$ cat src/rtl/debounce_pkg.sv
// Shared constants and sizing helper for the pad debounce stage.
// Latency: n/a (declarations only).
// Backpressure: n/a (declarations only).
package debounce_pkg;

  localparam int DEF_TICK_DIV     = 1000;
  localparam int DEF_STABLE_TICKS = 10;

  // Width of the per-channel stability counter; one spare bit above the
  // minimum keeps the counter comfortably wide for STABLE_TICKS = 1.
  function automatic int cnt_width(input int stable_ticks);
    return $clog2(stable_ticks) + 1;
  endfunction

endpackage

$ cat src/rtl/debounce_chan.sv
// One debounce channel: 2-flop synchroniser, stability counter, clean level and edge strobes.
// Latency: 2 cycles sync plus STABLE_TICKS ticks of stability before dout follows din.
// Backpressure: none; rise/fall are single-cycle strobes that are not held for a consumer.
module debounce_chan
  import debounce_pkg::*;
#(
  parameter int STABLE_TICKS = DEF_STABLE_TICKS
) (
  input  logic clk,
  input  logic rst_n,
  input  logic ena,
  input  logic tick,
  input  logic din,
  output logic dout,
  output logic rise,
  output logic fall
);

  localparam int                CW   = cnt_width(STABLE_TICKS);
  localparam logic [CW-1:0]     LAST = CW'(STABLE_TICKS - 1);

  logic          s1;
  logic          s;
  logic [CW-1:0] cnt;
  logic [CW-1:0] cnt_nxt;
  logic          dout_nxt;
  logic          rise_nxt;
  logic          fall_nxt;

  // Next-state: idle (s == dout) keeps the count cleared; pending counts ticks
  // and accepts the new level on the STABLE_TICKS-th one. ena low freezes all.
  always_comb begin
    cnt_nxt  = cnt;
    dout_nxt = dout;
    rise_nxt = 1'b0;
    fall_nxt = 1'b0;
    if (ena) begin
      if (s == dout) begin
        cnt_nxt = '0;
      end else if (tick) begin
        if (cnt == LAST) begin
          dout_nxt = s;
          cnt_nxt  = '0;
          rise_nxt = s;
          fall_nxt = ~s;
        end else begin
          cnt_nxt = cnt + CW'(1);
        end
      end
    end
  end

  // State registers; the synchroniser samples regardless of ena.
  always_ff @(posedge clk) begin
    if (!rst_n) begin
      s1   <= 1'b0;
      s    <= 1'b0;
      cnt  <= '0;
      dout <= 1'b0;
      rise <= 1'b0;
      fall <= 1'b0;
    end else begin
      s1   <= din;
      s    <= s1;
      cnt  <= cnt_nxt;
      dout <= dout_nxt;
      rise <= rise_nxt;
      fall <= fall_nxt;
    end
  end

endmodule

$ cat src/rtl/din_debounce.sv
// Pad input conditioning: shared tick prescaler feeding N independent debounce channels.
// Latency: 2 + (cycles to first tick) + (STABLE_TICKS-1)*TICK_DIV cycles from din edge to dout.
// Backpressure: none; outputs are free-running levels and one-cycle strobes.
module din_debounce
  import debounce_pkg::*;
#(
  parameter int N            = 1,
  parameter int TICK_DIV     = DEF_TICK_DIV,
  parameter int STABLE_TICKS = DEF_STABLE_TICKS
) (
  input  logic         clk,
  input  logic         rst_n,
  input  logic         ena,
  input  logic [N-1:0] din,
  output logic [N-1:0] dout,
  output logic [N-1:0] rise,
  output logic [N-1:0] fall
);

  localparam int               PRE_W    = (TICK_DIV > 1) ? $clog2(TICK_DIV) : 1;
  localparam logic [PRE_W-1:0] PRE_LAST = PRE_W'(TICK_DIV - 1);

  logic [PRE_W-1:0] pre;
  logic             tick;

  // With TICK_DIV = 1 the counter sits at 0 == PRE_LAST, so tick follows ena.
  assign tick = ena && (pre == PRE_LAST);

  // Prescaler: wraps 0..TICK_DIV-1, holds while disabled.
  always_ff @(posedge clk) begin
    if (!rst_n) begin
      pre <= '0;
    end else if (ena) begin
      if (pre == PRE_LAST) begin
        pre <= '0;
      end else begin
        pre <= pre + PRE_W'(1);
      end
    end
  end

  for (genvar g = 0; g < N; g++) begin : g_chan
    debounce_chan #(
      .STABLE_TICKS(STABLE_TICKS)
    ) u_chan (
      .clk  (clk),
      .rst_n(rst_n),
      .ena  (ena),
      .tick (tick),
      .din  (din[g]),
      .dout (dout[g]),
      .rise (rise[g]),
      .fall (fall[g])
    );
  end

endmodule

$ cat config.mk
export PLATFORM = sky130hd
export DESIGN_NAME = din_debounce
export DESIGN_NICKNAME = d
export VERILOG_FILES = /design/src/rtl/debounce_pkg.sv /design/src/rtl/debounce_chan.sv /design/src/rtl/din_debounce.sv
export SDC_FILE = /design/constraint.sdc
export NUM_CORES = 1
export LEC_CHECK = 0
export CAP_MARGIN = 20
export CORE_MARGIN = 1.5
export CORE_UTILIZATION = 50
export CTS_CLUSTER_DIAMETER = 60
export DETAILED_ROUTE_END_ITERATION = 6
export PLACE_DENSITY = 0.7
export RECOVER_POWER = 50
export SLEW_MARGIN = 0
export SYNTH_ARGS = -nofsm -noshare
export SYNTH_HDL_FRONTEND = slang
export SYNTH_HIERARCHICAL = 1
export SYNTH_SLANG_ARGS = --single-unit
$ cat constraint.sdc
create_clock -name clk -period 5.4 [get_ports clk]
set_input_delay 1.35 -clock clk [delete_from_list [all_inputs] [get_ports clk]]
set_output_delay 1.35 -clock clk [all_outputs]
set_load 0.02 [all_outputs]
[Word-level counts from Yosys, hierarchy flattened]
Index checks and enable logic that the tools add are counted.
Cells by class
  add/subtract/negate cells: 2
  eq/ne operators: 3
  multiplexer cells: 4
  bitwise gates (word level): 6
  reductions and logical operators: 5
Operator list (number)
  $mux 5: 3
  $add 10x1->10 const B: 1
  $eq 10x10->1 const B: 1
  $mux 10: 1
  $not 1->1: 6
  $add 5x1->5 const B: 1
  $eq 5x4->1 const B: 1
  $reduce_or 5->1: 1
  $reduce_and 4->1: 1
  $reduce_and 2->1: 1
  $reduce_bool 2->1: 1
  $eq 1x1->1: 1
  $logic_and 1x1->1: 1
Storage, ports and cells
  flip-flop bits (word level): 20
  input port bits: 4
  output and inout port bits: 3
  logic and storage cells: 27

[Longest topological paths before layout]
  depth after elaboration: 4
  depth in mapped cells: 8
  mapped depth without buffers: 8

[Modules after synthesis]
The synthesis kept the hierarchy.
Modules (own cells, without submodules)
  din_debounce: times used 1, cells an instance 55, area each 524.3 µm², seq. area each 200.2 µm²
  debounce_chan: times used 1, cells an instance 49, area each 459.2 µm², seq. area each 200.2 µm²

[Worst setup path before layout]
OpenSTA, ideal clock, no wires.
  path type: input port to flip-flop
  start: input port ena
  end: register g_chan[0].u_chan.dout
  library setup time: 115 ps
  arrival time: 2334 ps
  data required time: 5285 ps
  setup slack: 2951 ps
  cell stages on the path: 6
  buffers on the path: 1
  cell sequence: clkbuf_2 > and3_1 > nand2_1 > nor4_2 > mux2i_1 > nor2_1
Between the ends
  longest elaborated chain between the ends: 2
RTL lines
  from (decl): RTL line din_debounce.sv:13  | input logic ena,
  $logic_and 1x1->1: RTL line din_debounce.sv:27  | assign tick = ena && (pre == PRE_LAST);
  named net tick: RTL line din_debounce.sv:24  | logic tick;
  $reduce_and 4->1 (no source line)
  to (signal assigned): RTL line debounce_chan.sv:66  | dout <= dout_nxt;
  to (decl): RTL line debounce_chan.sv:14  | output logic dout,
The timed path passes the listed nets, and every way through them passes these cells.
A chain may end at the register's enable or synchronous reset.

==> flow_summary.html <==
<table>
<tr><th>Metric</th><th>Value</th></tr>
<tr><th colspan="2">Power and ir drop</th></tr>
<tr><td>Leakage</td><td>between 0.3 and 0.4 nW</td></tr>
<tr><td>Maximum vdd drop</td><td>124.2 uV</td></tr>
<tr><td>Tot Pwr</td><td>0.0002492 W</td></tr>
<tr><td>P per Cell Area</td><td>230.3 mW/mm^2</td></tr>
<tr><th colspan="2">Clock network</th></tr>
<tr><td>Clock tree from TritonCTS</td><td>yes</td></tr>
<tr><td>Clock Latency Late Sink</td><td>300 ps</td></tr>
<tr><td>Number of clock sinks</td><td>20</td></tr>
<tr><td>Root cell of the clock tree</td><td>sky130_fd_sc_hd__clkbuf_4</td></tr>
<tr><td>CTS-repair resized insts</td><td>0</td></tr>
<tr><td>Cts bufs inserted</td><td>3</td></tr>
<tr><td>Number of levels the H-tree was split into</td><td>1</td></tr>
<tr><td>Setup Fix Bufs, Post-CTS</td><td>0</td></tr>
<tr><td>Number of buffers inserted by hold repair at cts</td><td>0</td></tr>
<tr><td>Number of buffers between clock root and the deepest sink</td><td>2</td></tr>
<tr><td>Clock slew at the register clock pins of the worst setup and hold paths</td><td>approximately 110 ps</td></tr>
<tr><th colspan="2">Logic synthesis</th></tr>
<tr><td>Cell taking the most area after synthesis</td><td>sky130_fd_sc_hd__dfxtp_1</td></tr>
<tr><td>Number of synthesized register bits</td><td>20</td></tr>
<tr><td>Average cell area after synthesis</td><td>~9.5 sq um</td></tr>
<tr><td>Yosys top cell area share</td><td>a little over 40%</td></tr>
<tr><td>Post-Syn Area</td><td>just under 0.001 sq mm</td></tr>
<tr><td>Area contributors post-synth</td><td>sky130_fd_sc_hd__dfxtp_1 (41%), sky130_fd_sc_hd__nand4_4 (4.3%), sky130_fd_sc_hd__a21oi_1 (4.1%)</td></tr>
<tr><td>Number of warnings printed during yosys synthesis</td><td>6</td></tr>
<tr><td>Post-Synthesis Cells</td><td>between 100 and 150</td></tr>
<tr><td>Cell variety after synth</td><td>33</td></tr>
<tr><td>Net count after synthesis</td><td>111</td></tr>
<tr><td>Sequential fraction of the synthesis area</td><td>about two fifths</td></tr>
<tr><th colspan="2">Global routing</th></tr>
<tr><td>First-pass GRT wire length</td><td>about 2800 um</td></tr>
<tr><td>All-layer global routing usage</td><td>between 10% and 20%</td></tr>
<tr><td>Grt ovf</td><td>0</td></tr>
<tr><td>Maximum number of pins on one net before global-route repair</td><td>17</td></tr>
<tr><td>Antenna violations before repair</td><td>0</td></tr>
<tr><td>Via count of the first global-routing pass</td><td>between 600 and 700</td></tr>
<tr><th colspan="2">Routing</th></tr>
<tr><td>Wire length per cell</td><td>roughly 13 um</td></tr>
<tr><td>Number of nets with antenna violations after detailed routing</td><td>0</td></tr>
<tr><td>Post-Route WL</td><td>between 1500 and 2000 um</td></tr>
<tr><td>Remaining design rule violation count</td><td>0</td></tr>
<tr><td>First drt pass iteration count</td><td>4</td></tr>
<tr><td>First DRT Iteration DRCs</td><td>19</td></tr>
<tr><td>Routed vias/inst</td><td>about 5.8</td></tr>
<tr><td>Vias after detailed routing</td><td>796</td></tr>
<tr><th colspan="2">Critical path</th></tr>
<tr><td>Maximum fanout along the worst path</td><td>12</td></tr>
<tr><td>Data required time of the worst path</td><td>5550 ps</td></tr>
<tr><td>Delay contributed by the slowest stage of the critical path</td><td>roughly 1100 ps</td></tr>
<tr><td>Category of the critical setup timing path</td><td>in2reg</td></tr>
<tr><td>Element type at the critical path end</td><td>flip-flop</td></tr>
<tr><td>Data arrival time of the critical path</td><td>3540 ps</td></tr>
<tr><td>Reg2Reg Setup Slack</td><td>about 3100 ps</td></tr>
<tr><td>Crit path cell chain</td><td>dlygate4sd3_1, inv_1, o41ai_1, nor2_1</td></tr>
<tr><td>Max stage delay cell, worst path</td><td>sky130_fd_sc_hd__o41ai_1</td></tr>
<tr><td>Startpoint kind of the worst setup timing path</td><td>primary input</td></tr>
<tr><th colspan="2">Floorplanning</th></tr>
<tr><td>Die outline area</td><td>about 0.0022 sq mm</td></tr>
<tr><td>Core Rows</td><td>15</td></tr>
<tr><td>Initial Utilization</td><td>55.16%</td></tr>
<tr><td>Core region area</td><td>0.001783 sq mm</td></tr>
<tr><td>Die span in y</td><td>47.35 um</td></tr>
<tr><td>Die X</td><td>around 47 um</td></tr>
<tr><td>Total I/O pin count</td><td>7</td></tr>
<tr><th colspan="2">Timing</th></tr>
<tr><td>Clock skew</td><td>roughly 4.2 ps</td></tr>
<tr><td>Fin crit share</td><td>a little over three fifths</td></tr>
<tr><td>Setup repair after global routing missed its margin</td><td>no</td></tr>
<tr><td>Worst slew margin relative to its limit</td><td>~16%</td></tr>
<tr><td>Total Neg Setup Slack</td><td>0 ps</td></tr>
<tr><td>Final Hold Violating Endpoints</td><td>0</td></tr>
<tr><td>Worst slew pin tran</td><td>1246 ps</td></tr>
<tr><td>Tmin final</td><td>3394 ps</td></tr>
<tr><td>Max Fclk</td><td>~0.29 GHz</td></tr>
<tr><td>Final Max Slew Viols</td><td>0</td></tr>
<tr><td>Endpoints failing setup</td><td>0</td></tr>
<tr><th colspan="2">Placement</th></tr>
<tr><td>Placer congestion estimate</td><td>between 0.8 and 0.9</td></tr>
<tr><td>Count of buffers from port buffering</td><td>6</td></tr>
<tr><td>Final HPWL DP</td><td>around 1300 um</td></tr>
<tr><th colspan="2">Worst hold path</th></tr>
<tr><td>Hold WC Path Type</td><td>reg2reg</td></tr>
<tr><th colspan="2">Cells and area</th></tr>
<tr><td>Area delta synth-&gt;final</td><td>10.05%</td></tr>
<tr><td>Sequential Area</td><td>~400 sq um</td></tr>
<tr><td>Layout cells sized above 1</td><td>9.821%</td></tr>
<tr><td>Area of combinational cells with multiple inputs</td><td>around 540 sq um</td></tr>
<tr><td>Layout fillers</td><td>between 150 and 200</td></tr>
<tr><td>Number of nets in the layout</td><td>between 100 and 150</td></tr>
<tr><td>Number of inserted diodes</td><td>0</td></tr>
<tr><th colspan="2">Run status</th></tr>
<tr><td>Outcome</td><td>finished clean</td></tr>
<tr><th colspan="2">Job</th></tr>
<tr><td>Max cap viols</td><td>0</td></tr>
</table>
[cell usage after synthesis]
master / number
sky130_fd_sc_hd__dfxtp_1: 20
sky130_fd_sc_hd__nand2_1: 10
sky130_fd_sc_hd__a21oi_1: 8
sky130_fd_sc_hd__nand3_1: 8
sky130_fd_sc_hd__o21ai_0: 5
sky130_fd_sc_hd__o31ai_1: 4
sky130_fd_sc_hd__and2_1: 3
sky130_fd_sc_hd__ha_1: 3
sky130_fd_sc_hd__inv_1: 3
sky130_fd_sc_hd__nand4_1: 3
sky130_fd_sc_hd__nor2_1: 3
sky130_fd_sc_hd__or3_2: 3
sky130_fd_sc_hd__xor2_1: 3
sky130_fd_sc_hd__a31o_1: 2
sky130_fd_sc_hd__nand3b_1: 2
sky130_fd_sc_hd__nand4_4: 2
sky130_fd_sc_hd__nor3_1: 2
sky130_fd_sc_hd__nor3b_1: 2
sky130_fd_sc_hd__or3_1: 2
sky130_fd_sc_hd__or4_1: 2
sky130_fd_sc_hd__xnor2_1: 2
sky130_fd_sc_hd__and3_1: 1
sky130_fd_sc_hd__buf_2: 1
sky130_fd_sc_hd__clkbuf_2: 1
sky130_fd_sc_hd__mux2i_1: 1
sky130_fd_sc_hd__nand2b_1: 1
sky130_fd_sc_hd__nor4_2: 1
sky130_fd_sc_hd__nor4b_1: 1
sky130_fd_sc_hd__o21a_1: 1
sky130_fd_sc_hd__o21ai_1: 1
sky130_fd_sc_hd__o311ai_2: 1
sky130_fd_sc_hd__o41ai_1: 1
sky130_fd_sc_hd__o41ai_4: 1
[placed cells by master (no fill, tap or decap), types with 3 or more instances in the layout]
cell	Yosys	routed
sky130_fd_sc_hd__nand4_1	3	3
sky130_fd_sc_hd__or3_2	3	3
sky130_fd_sc_hd__nand2_1	10	10
sky130_fd_sc_hd__dfxtp_1	20	20
sky130_fd_sc_hd__xor2_1	3	3
sky130_fd_sc_hd__inv_1	3	3
sky130_fd_sc_hd__clkbuf_4	0	3
sky130_fd_sc_hd__ha_1	3	3
sky130_fd_sc_hd__and2_1	3	3
sky130_fd_sc_hd__dlygate4sd3_1	0	4
sky130_fd_sc_hd__o21ai_0	5	6
sky130_fd_sc_hd__nand3_1	8	8
sky130_fd_sc_hd__nor2_1	3	3
sky130_fd_sc_hd__a21oi_1	8	8
sky130_fd_sc_hd__o31ai_1	4	4
[area by class of cell]
type	count	share of cell area, %
Multi-Input combinational cell	79	50.17
Sequential cell	20	36.99
Timing Repair Buffer	6	5.549
Clock buffer	4	3.353
Tap cell	25	2.890
Inverter	3	1.040
[registers in the layout (all words and copies together), names as in the netlist]
signal,flops
g_chan.u_chan/fall,1
g_chan.u_chan/dout,1
g_chan.u_chan/rise,1
g_chan.u_chan/s1,1
pre,10
g_chan.u_chan/s,1
g_chan.u_chan/cnt,5
[per-stage QoR]
stage          hold slack [ps]  utilization (%)  std cells  cell area (sq um)  worst slack [ps]
3_3_place_gp             417.1            59.72        133               1065              2242
6_report                 448.0            60.70        137               1082              2006
4_1_cts                  451.2            61.75        137               1101              2483
2_1_floorplan            411.9                -        104              983.4              2951
5_1_grt                  464.6            60.70        137               1082              1919
3_5_place_dp             432.3            59.72        133               1065              2151
[kinds of logic after synthesis]
kind of cell / synth area share [%]
buffers and inverters: 2.162
AND/OR/NAND/NOR: 29.77
multiplexers: 1.018
AO/OA/AOI/OAI: 18.07
adder cells (fa/ha/maj): 3.817
flip-flops: 40.71
XOR/XNOR: 4.454
[path summary, 6_finish.rpt]
kind                                end                start  cells after the start
hold / removal       g_chan[0].u_chan/s  g_chan[0].u_chan/s1                      1
setup reg to reg  g_chan[0].u_chan/dout               pre[0]                      8
hold reg to reg      g_chan[0].u_chan/s  g_chan[0].u_chan/s1                      1
setup / recovery                 pre[3]                  ena                      4
[worst max-delay path, delay by kind of cell]
kind            cells  cell delay, ps
compound gates      1            1120
simple gates        1             130
buf+inv             2             930
[where the power goes]
group	internal (W)	switching (W)	total (W)
Clock	0.0000411	0.0000440	0.0000852
Sequential	0.000149	0.00000226	0.000152
Combinational	0.00000472	0.00000764	0.0000124
Total	0.000195	0.0000539	0.000249
[layer usage]
metal / vias up / routed length (um) / global-route usage (%)
li1: 403 / - / -
met1: 373 / 880 / 23.84
met2: 20 / 795 / 28.92
met3: 0 / 98 / 8.846
met4: 0 / 0 / 3.889
met5: - / 0 / 0
(Power assumes the default switching activity.)
==> patch 1 (config.mk and constraints unchanged) <==
Register the output `fall`; this adds one clock of latency there. The other outputs are not delayed to match. Comments in the files are not updated.
--- a/src/rtl/din_debounce.sv
+++ b/src/rtl/din_debounce.sv
@@ -20,4 +20,6 @@
   localparam int               PRE_W    = (TICK_DIV > 1) ? $clog2(TICK_DIV) : 1;
   localparam logic [PRE_W-1:0] PRE_LAST = PRE_W'(TICK_DIV - 1);
+
+  logic [N-1:0] fall_d;
 
   logic [PRE_W-1:0] pre;
@@ -51,6 +53,10 @@
       .dout (dout[g]),
       .rise (rise[g]),
-      .fall (fall[g])
+      .fall (fall_d[g])
     );
+  end
+
+  always_ff @(posedge clk) begin
+    fall <= fall_d;
   end
 
Behaviour: same outputs for any inputs over 10 cycles, from zero or initial values and one cycle with rst_n low; that may be too few to reach the edited logic, so the function may still have changed.
==> patch 1 against the unedited design <==
  * Hold slack worse by 0.10 ns
  * Total power down 0.97%
  * Sequential cell count up 1
  * Wire length down 1.6%
  * Area after synthesis up 2.0%
  * Setup slack better by 0.40 ns
  * First-iteration DRC count down 32%
  * Core utilization down 2.7 points
  * Largest power group unchanged
  * Final area up 3.0%
==> patch 1: results (changes against the unedited design) <==
inverters = 3 (unchanged)
placed cell area = 0.00109 mm² (+2.1%)
filler instances = 186 (+19%)
NonClk Buf Share = 5.39% (-0.16 points)
multi-input logic area = 562 µm² (+3.5%)
routed len/inst = 12.5 µm (-3.7%)
post_cts resized = 0 (unchanged)
multiplexer share of the synthesized area = 0.998% (-0.020 points)
root buffer cell = clkbuf_4
Worst Skew = 0.00950 ns (+0.00530 ns)
Leakage Power = 0.388 nW (+7.0%)
pre-CTS WS = 2.16 ns (+0.00891 ns)
clock network area share = 2.47% (-0.88 points)
Multi-Input Combinational = 79 (unchanged)
largest fanout on the critical path = 12 (unchanged)
Placer Congestion = 0.830 (+2.9%)
first-pass GRT wire length = 2.78 mm (-2.4%)
DR vias = 778 (-2.3%)
number of global-route vias before repair = 665 (+0.30%)
family with the most delay on the worst path = simple AND/OR/NAND/NOR gates
initial antenna violation count = 0 (unchanged)
pwr/cell area = 221 mW/mm² (-3.9%)
Final HPWL DP = 1.26 mm (-3.7%)
synth top area cells = dfxtp_1, nand4_4, a21oi_1
Max stage delay on crit path = 0.80 ns (-0.32 ns)
placed instance count = 136 (+2.3%)
Synth Cell Area = 0.00100 mm² (+2.0%)
count of clock buffers in the final design = 3 (-1)
Compound-Gate Fraction of Synth Area = 17.7% (-0.36 points)
port bufs = 6 (unchanged)
clk slew on worst S/H paths = 0.12 ns
outcome = finished clean
CP arrival = 3.22 ns (-0.32 ns)
CTS max path bufs = 2 (unchanged)
Avg Inst Size Synth = 9.56 µm² (+1.1%)
area delta synth->final = 11.1%
DR pass1 iterations = 4 (unchanged)
initial drt markers = 13 (-6)
DR vias/cell = 5.56 (-4.4%)
FF+latch area = 420 µm² (+5.0%)
adder-cell share of the synthesized area = 3.74% (-0.076 points)
most frequent cells after synthesis = dfxtp_1, nand2_1, a21oi_1, nand3_1, o21ai_0
worst-skew pair later-pin latency = 0.30 ns (about the same)
switch share = 23.2% (+1.6 points)
Synthesized Nets = 112 (+0.90%)
H-tree levels = 1 (unchanged)
slowest stage cell, crit path = dlygate4sd3_1
max_slew headroom = 57.5% (+42 points)
Tot GR Track Use = 17.6% (-1.2 points)
layout cells sized above 1 = 10.6% (+0.80 points)
post-synthesis xor/xnor area fraction = 4.36% (-0.089 points)
sequential area share after synthesis = 41.9% (+1.2 points)
Seq. pwr = 159 µW (+5%)
Nets = 121 (+0.83%)
peak supply drop = 146 µV (+18%)
clock sinks = 21 (+5.0%)
clock-net power = 74.5 µW (-13%)
patch 1: routing by layer:
metal	vias to the layer above	wire, µm	share of wire (%)	global-route usage, %
met2	8	853	49	28.3
met4	0	12	0.69	8.65
li1	407	-	-	-
met5	-	0	0	0
met3	2	45	2.6	4.53
met1	361	834	48	21.6
patch 1: cell families (layout without fill, tap and decap cells):
group / after synthesis / after routing
AND/OR/NAND/NOR: 46 / 46
AO/OA/AOI/OAI: 24 / 24
flip-flops: 21 / 21
XOR/XNOR: 5 / 5
buffers and inverters: 5 / 13
adder cells (fa/ha/maj): 3 / 3
multiplexers: 1 / 1
patch 1: worst paths after layout:
kind,start,end,slack [ns],cells past startpoint
worst max-delay path,ena,g_chan[0].u_chan/rise,2.40,6
worst min register to register,g_chan[0].u_chan/fall,fall,0.34,0
worst max register to register,pre[0],g_chan[0].u_chan/rise,3.16,8
worst min-delay path,g_chan[0].u_chan/fall,fall,0.34,0
==> patch 2 (same flow settings) <==
Made on the original files. `DEF_TICK_DIV`: 1000 -> 2000.
--- a/src/rtl/debounce_pkg.sv
+++ b/src/rtl/debounce_pkg.sv
@@ -4,5 +4,5 @@
 package debounce_pkg;
 
-  localparam int DEF_TICK_DIV     = 1000;
+  localparam int DEF_TICK_DIV     = 2000;
   localparam int DEF_STABLE_TICKS = 10;
 
Formal check against the unedited RTL: same outputs for any inputs over 10 cycles, from zero or initial values and one cycle with rst_n low; that may be too few to reach the edited logic, so the function may still have changed.
==> patch 2 against the unedited design <==
  * Final area increased by 0.35%
  * Setup slack got worse by 0.20 ns
  * Core utilization decreased by 4.2 points
  * Final cell count increased by 0.73%
  * Sequential cell count increased by 1
  * Wire length decreased by 2.0%
  * Hold slack improved by 0.0058 ns
  * Non-clock buffer count unchanged
  * Count of clock-buffer cells in the layout unchanged
  * Synthesized cell count unchanged
  * Area after synthesis increased by 1.8%
  * Total power decreased by 0.97%
  * Critical endpoint is now pre[4]
  * Largest power group unchanged
==> patch 2: results (changes against the unedited design) <==
DR vias/cell = 5.41 (-6.8%)
port bufs = 6 (unchanged)
Main synth FF type = dfxtp_1
H-tree levels = 1 (unchanged)
CP arrival = 3.73 ns (+0.19 ns)
Hold Crit Class = reg2reg
Post-CTS Setup Bufs = 0 (unchanged)
pre-CTS WS = 1.65 ns (-0.506 ns)
CTS max path bufs = 2 (unchanged)
peak supply drop = 205 µV (+65%)
Cell variety after synth = 32 (-3.0%)
Synthesized Nets = 111 (unchanged)
switch share = 22.5% (+0.87 points)
number of global-route vias before repair = 658 (-0.75%)
Inserted Clock Buffers = 3 (unchanged)
clk slew on worst S/H paths = 0.11 ns (about the same)
outcome = finished clean
worst-skew pair later-pin latency = 0.29 ns
filler instances = 192 (+23%)
Tot GR Track Use = 17.6% (-1.2 points)
fraction of registers with async set/reset = 0% (unchanged)
Leakage Power = 0.345 nW (-4.8%)
slew at the pin closest to its max-slew limit = 1.38 ns (+0.132 ns)
antenna fix cells = 0 (unchanged)
Placer Congestion = 0.689 (-15%)
sequential area share after synthesis = 42.0% (+1.3 points)
Worst Skew = 0.00368 ns (-0.000515 ns)
initial antenna violation count = 0 (unchanged)
Top Registers = pre (11), g_chan.u_chan/cnt (5)
initial drt markers = 3 (-16)
synth top area cells = dfxtp_1, ha_1, a21oi_1
Ys Warns = 6 (unchanged)
Final HPWL DP = 1.30 mm (-1.1%)
largest net degree at the start of global routing = 12 (-5)
layout cells sized above 1 = 10.8% (+0.99 points)
largest fanout on the critical path = 11 (-1)
post_cts resized = 0 (unchanged)
routed len/inst = 12.6 µm (-2.7%)
most frequent cells after synthesis = dfxtp_1, nand2_1, a21oi_1, nand3_1, nor2_1
DR pass1 iterations = 3 (-1)
first-pass GRT wire length = 2.77 mm (-2.7%)
root buffer cell = clkbuf_4
Nets = 119 (-0.83%)
[patch 2: layer usage]
layer	routed length [µm]	share of wire, %	global-route usage [%]	vias up
li1	-	-	-	397
met1	872	50	24.0	345
met2	828	48	26.7	3
met3	21	1.2	4.53	2
met4	14	0.81	6.49	0
met5	0	0	0	-
[patch 2: power by group through the flow]
stage	registers [mW]	logic, mW	clock network, mW
2_1_floorplan	0.163	0.0104	0
6_report	0.160	0.0129	0.0740
3_3_place_gp	0.163	0.0135	0
5_1_grt	0.160	0.0146	0.0826
3_5_place_dp	0.164	0.0139	0
4_1_cts	0.160	0.0140	0.0774
[patch 2: final timing paths]
kind	start	to	slack (ns)	cells after the start
max	ena	pre[4]	1.81	4
min reg2reg	g_chan[0].u_chan/s1	g_chan[0].u_chan/s	0.45	1
min	g_chan[0].u_chan/s1	g_chan[0].u_chan/s	0.45	1
max reg2reg	pre[0]	pre[4]	3.08	4
[patch 2: cells by family after synthesis]
group / Yosys count / share of synthesized area, %
AND/OR/NAND/NOR: 43 / 26.2
XOR/XNOR: 6 / 5.25
AO/OA/AOI/OAI: 24 / 17.9
buffers and inverters: 5 / 2.88
flip-flops: 21 / 42.0
multiplexers: 2 / 2.00
adder cells (fa/ha/maj): 3 / 3.75
[patch 2: per-stage QoR]
| stage | util, % | std cells | instance area (µm²) | hold slack, ns |
|---|---|---|---|---|
| floorplan | - | 104 | 1000 | 0.412 |
| global placement | 55.9 | 134 | 1070 | 0.421 |
| detailed placement | 55.9 | 134 | 1070 | 0.435 |
| CTS | 57.2 | 138 | 1100 | 0.466 |
| global route | 56.5 | 138 | 1090 | 0.499 |
| finish | 56.5 | 138 | 1090 | 0.454 |
[patch 2: cell type report]
type | instances | area share, %
multi-input combinational | 78 | 49.5
timing repair buffer | 6 | 5.53
tap | 27 | 3.11
clock buffer | 4 | 2.42
sequential | 21 | 38.7
inverter | 2 | 0.691
[patch 2: worst max-delay path: stages]
cell           delay, ns
dlygate4sd3_1       0.83
nand4_1             0.25
o31ai_1             1.18
nor2_1              0.12
